$ cat config.mk
export PLATFORM = sky130hd
export DESIGN_NAME = ita_fifo_reader
export DESIGN_NICKNAME = d
export VERILOG_FILES = /design/src/rtl/ita_fifo_reader.sv
export SDC_FILE = /design/constraint.sdc
export NUM_CORES = 1
export LEC_CHECK = 0
export BUFFER_PORTS_ARGS = -buffer_cell sky130_fd_sc_hd__buf_2
export CAP_MARGIN = 0
export CORE_MARGIN = 3
export CORE_UTILIZATION = 35
export CTS_BUF_LIST = sky130_fd_sc_hd__clkbuf_4 sky130_fd_sc_hd__clkbuf_8
export CTS_CLUSTER_DIAMETER = 30
export DETAILED_ROUTE_END_ITERATION = 16
export MAX_ROUTING_LAYER = met4
export REMOVE_ABC_BUFFERS = 1
export SLEW_MARGIN = 20
export SYNTH_ARGS = -nofsm -noshare
export SYNTH_HDL_FRONTEND = slang
export SYNTH_SLANG_ARGS = --single-unit
$ cat constraint.sdc
create_clock -name clk_i -period 3.9 [get_ports clk_i]
set_input_delay 0.39 -clock clk_i [delete_from_list [all_inputs] [get_ports clk_i]]
set_output_delay 0.39 -clock clk_i [all_outputs]
set_load 0.1 [all_outputs]
$ cat src/rtl/ita_fifo_reader.sv
// ita_fifo_reader
//   Drains one tile of TileBeats words from a first-word-fall-through FIFO
//   and presents them as a valid/ready stream. A 2-entry skid buffer keeps
//   the FIFO pop decision independent of oup_ready_i, so full throughput is
//   kept without a combinational ready->pop path.
//
// Ports
//   clk_i            clock, rising edge
//   rst_ni           asynchronous active-low reset
//   start_i          one-cycle pulse, starts a tile (only honoured in IDLE)
//   fifo_empty_i     FIFO empty flag
//   data_from_fifo_i FIFO head word, valid while fifo_empty_i=0
//   pop_from_fifo_o  consumes the FIFO head this cycle
//   oup_valid_o      output beat valid
//   oup_ready_i      downstream ready
//   oup_data_o       output beat data
//   oup_last_o       final beat of the tile (qualified by oup_valid_o)
//   busy_o           state is not IDLE
//   done_o           one-cycle pulse after the last beat was accepted
module ita_fifo_reader #(
  parameter type         fifo_data_t = logic [31:0],
  parameter int unsigned FifoWidth   = $bits(fifo_data_t),
  parameter int unsigned TileBeats   = 16
) (
  input  logic                 clk_i,
  input  logic                 rst_ni,
  input  logic                 start_i,
  input  logic                 fifo_empty_i,
  input  logic [FifoWidth-1:0] data_from_fifo_i,
  output logic                 pop_from_fifo_o,
  output logic                 oup_valid_o,
  input  logic                 oup_ready_i,
  output logic [FifoWidth-1:0] oup_data_o,
  output logic                 oup_last_o,
  output logic                 busy_o,
  output logic                 done_o
);

  localparam int unsigned     CntW    = $clog2(TileBeats + 1);
  localparam logic [CntW-1:0] TileCnt = CntW'(TileBeats);
  localparam logic [CntW-1:0] LastIdx = CntW'(TileBeats - 1);

  typedef enum logic [1:0] {
    IDLE = 2'd0,
    RUN  = 2'd1,
    DONE = 2'd2
  } state_e;

  state_e               state_q;
  logic                 busy_q;
  logic                 done_q;
  logic [1:0]           count_q;
  logic [CntW-1:0]      pop_cnt_q;
  logic [CntW-1:0]      send_cnt_q;
  logic [FifoWidth-1:0] buf_q [2];

  logic pop;
  logic hs;

  // Pops stop once the whole tile is fetched, leaving the next tile's words
  // in the FIFO. count_q<2 guarantees a free buffer slot at the next edge.
  assign pop = (state_q == RUN) && !fifo_empty_i &&
               (pop_cnt_q < TileCnt) && (count_q < 2'd2);
  assign hs  = oup_valid_o && oup_ready_i;

  assign pop_from_fifo_o = pop;
  assign oup_valid_o     = (count_q != 2'd0);
  assign oup_data_o      = buf_q[0];
  assign oup_last_o      = oup_valid_o && (send_cnt_q == LastIdx);
  assign busy_o          = busy_q;
  assign done_o          = done_q;

  // Control FSM with tile counters. Counters cannot pass TileBeats: pops are
  // gated at TileCnt and every send consumes an earlier pop.
  always_ff @(posedge clk_i or negedge rst_ni) begin
    if (!rst_ni) begin
      state_q    <= IDLE;
      busy_q     <= 1'b0;
      done_q     <= 1'b0;
      pop_cnt_q  <= '0;
      send_cnt_q <= '0;
    end else begin
      case (state_q)
        IDLE: begin
          done_q <= 1'b0;
          if (start_i) begin
            state_q    <= RUN;
            busy_q     <= 1'b1;
            pop_cnt_q  <= '0;
            send_cnt_q <= '0;
          end
        end
        RUN: begin
          if (pop) pop_cnt_q <= pop_cnt_q + CntW'(1);
          if (hs)  send_cnt_q <= send_cnt_q + CntW'(1);
          if (hs && (send_cnt_q == LastIdx)) begin
            state_q <= DONE;
            done_q  <= 1'b1;
          end
        end
        DONE: begin
          state_q <= IDLE;
          busy_q  <= 1'b0;
          done_q  <= 1'b0;
        end
        default: begin
          state_q <= IDLE;
          busy_q  <= 1'b0;
          done_q  <= 1'b0;
        end
      endcase
    end
  end

  // Two-entry output buffer, buf_q[0] is the head. A pop with a concurrent
  // handshake shifts the head out and appends the new word behind it.
  always_ff @(posedge clk_i or negedge rst_ni) begin
    if (!rst_ni) begin
      count_q  <= 2'd0;
      buf_q[0] <= '0;
      buf_q[1] <= '0;
    end else begin
      case ({pop, hs})
        2'b10: begin
          if (count_q == 2'd0) buf_q[0] <= data_from_fifo_i;
          else                 buf_q[1] <= data_from_fifo_i;
          count_q <= count_q + 2'd1;
        end
        2'b01: begin
          buf_q[0] <= buf_q[1];
          count_q  <= count_q - 2'd1;
        end
        2'b11: begin
          if (count_q == 2'd1) begin
            buf_q[0] <= data_from_fifo_i;
          end else begin
            buf_q[0] <= buf_q[1];
            buf_q[1] <= data_from_fifo_i;
          end
        end
        default: begin
        end
      endcase
    end
  end

endmodule

==> run metrics <==
critical path class register to register; Post-CTS Resized 0; Post-Place Cell Area around 0.0043 mm2; Pins Over Slew Limit 0; Tot GR Track Use about 16%; crit path DAT roughly 3400 ps; Finished Cell Area 0.004548 mm2; EDFF count, synth 0; Hold-fix buffers, CTS 0; register clock-pin slew on the reported worst setup and hold paths around 80 ps; Top delay family on crit path simple AND/OR/NAND/NOR gates; GRT overflow 0; Hold Crit Class input pin to async pin; Primary FF master, synth dfrtp_1; Crit path top cell by count ha_1; # H-tree levels 3; Clock Path Buffers 2; first-pass GRT wire length ~16000 um; CP endpoint kind register; vias in the first global route about 3100; Final period util approximately 82%; Util after Layout 39.49%; R2R setup slack ~720 ps; die area 0.01326 mm2; drt first-iter violations 199; P&R area growth vs syn 9.061%; WL/cell between 15 and 20 um; Placed Cells 538; total CTS buffers 9; largest net degree at the start of global routing 81; Synth area leader dfrtp_1; Mapped Cells around 390; Vias 3108; FF+latch count, synth 80; later-pin clock latency in the skew report approximately 360 ps; core area 0.01152 mm2; # Max-Cap Violations 0; CTS tree built; critical-path cell list inv_1 -> ha_1 -> nand2b_4 -> inv_2 -> ha_1 -> and2_4 -> a211o_4 -> mux2_2; Remaining DRCs 0; worst path bufs/invs 2; final std cells w/o fill 554; status completed; Die H approximately 120 um; crit start category register; most frequent cell after synthesis dfrtp_1; I/O Buffers 73; Clock Skew 14.79 ps; antenna violations before repair 0; Yosys top cell area share 48.00%; drt first pass iters 4; Tmin final between 3000 and 4000 ps; CP Data Required Time 4150 ps; share of layout cells above drive strength 1 31.87%; Final Hold Viols 0; Post-DP HPWL 6283 um; Crit Path Max Fanout 38; Via density 5.610; critical path's slowest cell dfrtp_1; Avg Inst Size Synth roughly 11 um2; Final GP Congestion about 0.79; post-synth cell types 40; diode count 0; max incr delay on CP between 400 and 500 ps; Chip Width 115.2 um; Relative slew margins a little under half; # setup viols final 0; post-CTS setup buffers 0; Synth top cells by count 80 x dfrtp_1, 39 x o21ai_0, 35 x buf_4, 33 x o211ai_1; root buf cell clkbuf_8; sequential-to-total area share from yosys stat about half; Ports 74; clock sink count 80; nets 451; Post-Route WL ~10000 um; Async SR Flop Fraction 100.0%; RSZ-0062 raised after global routing no; Routed Antenna Nets 0; FP Rows 39; Starting Density between 30% and 40%; Synth Cell Area 0.004170 mm2; yosys warns 0; Synth area leaders dfrtp_1 48%, mux2_2 7.6%, buf_4 6.3%; Slew @ Worst Pin between 800 and 900 ps; fmax 314.5 MHz
[path summary, 6_finish.rpt]
check,start,endpoint,depth (start not counted)
max reg2reg,count_q[1]$_DFFE_PN0P_,buf_q[24]$_DFFE_PN0P_,8
min in group clk_i,data_from_fifo_i[20],buf_q[20]$_DFFE_PN0P_,2
max,count_q[1]$_DFFE_PN0P_,buf_q[24]$_DFFE_PN0P_,8
max in group asynchronous,rst_ni,state_q[0]$_DFFE_PN0P_,1
min,rst_ni,busy_o$_DFFE_PN0P_,1
min reg2reg,buf_q[20]$_DFFE_PN0P_,buf_q[20]$_DFFE_PN0P_,1
[worst reg2reg max path: stages (launching register included)]
cell and delay [ps]:
dfrtp_1 460, inv_1 90, ha_1 260, nand2b_4 350, inv_2 410, ha_1 270, and2_4 370, a211o_4 460
mux2_2 410
[state kept, by name, indices dropped and copies added, names as in the netlist]
name        count
done_o          1
send_cnt_q      5
buf_q          32
pop_cnt_q       5
oup_data_o     32
count_q         2
busy_o          1
state_q         2
[area by class of cell]
type	instances	area, um2
Clock buffer	12	152.6
Clock inverter	4	52.55
Fill cell	1161	6968
Inverter	10	37.54
Multi-Input combinational cell	228	1723
Sequential cell	80	2002
Tap cell	143	178.9
Timing Repair Buffer	77	401.6
[placed cells by master (no fill, tap or decap), types with 2 or more instances in the layout]
cell       count
nor2b_1        2
nand3_1        4
mux2_2        28
a21oi_1        2
a31oi_1       32
o21ai_0       39
inv_1          9
or4_1          2
clkbuf_8      10
buf_4          4
a211oi_1      32
nand2_1        9
and3_1         2
o211ai_1      33
dfrtp_1       80
ha_1           8
a2bb2oi_1      2
xnor2_1        2
buf_2         72
mux2_1         4
mux2i_1        4
clkbuf_4       2
nor2_1         4
or3b_2         2
[logic make-up after synthesis]
logic type	share of synthesized area, %
XOR/XNOR	0.4201
flip-flops	48.00
adder cells (fa/ha/maj)	2.400
buffers and inverters	11.04
multiplexers	9.601
AO/OA/AOI/OAI	23.61
AND/OR/NAND/NOR	4.921
[metal layers]
layer	wire, um	track usage (%)	vias up	share of wire (%)
li1	-	-	1456	-
met1	4659	21.41	1545	46
met2	4792	24.85	89	47
met3	462	3.053	18	4.6
met4	227	6.808	0	2.2
met5	0	-	-	0
[per-stage QoR]
step                      setup TNS (ps)  hold slack [ps]  worst slack [ps]
after floorplan                    -8675            94.41            -271.1
after global placement                 0            473.7             811.9
after detailed placement               0            482.8             713.6
after CTS                              0            229.9             703.1
after global routing                   0            110.7             487.2
final                                  0            38.62             719.9
Power is left out: the tool's default activity adds up to more than one toggle a clock period on the data nets, which glitch-free logic cannot reach.
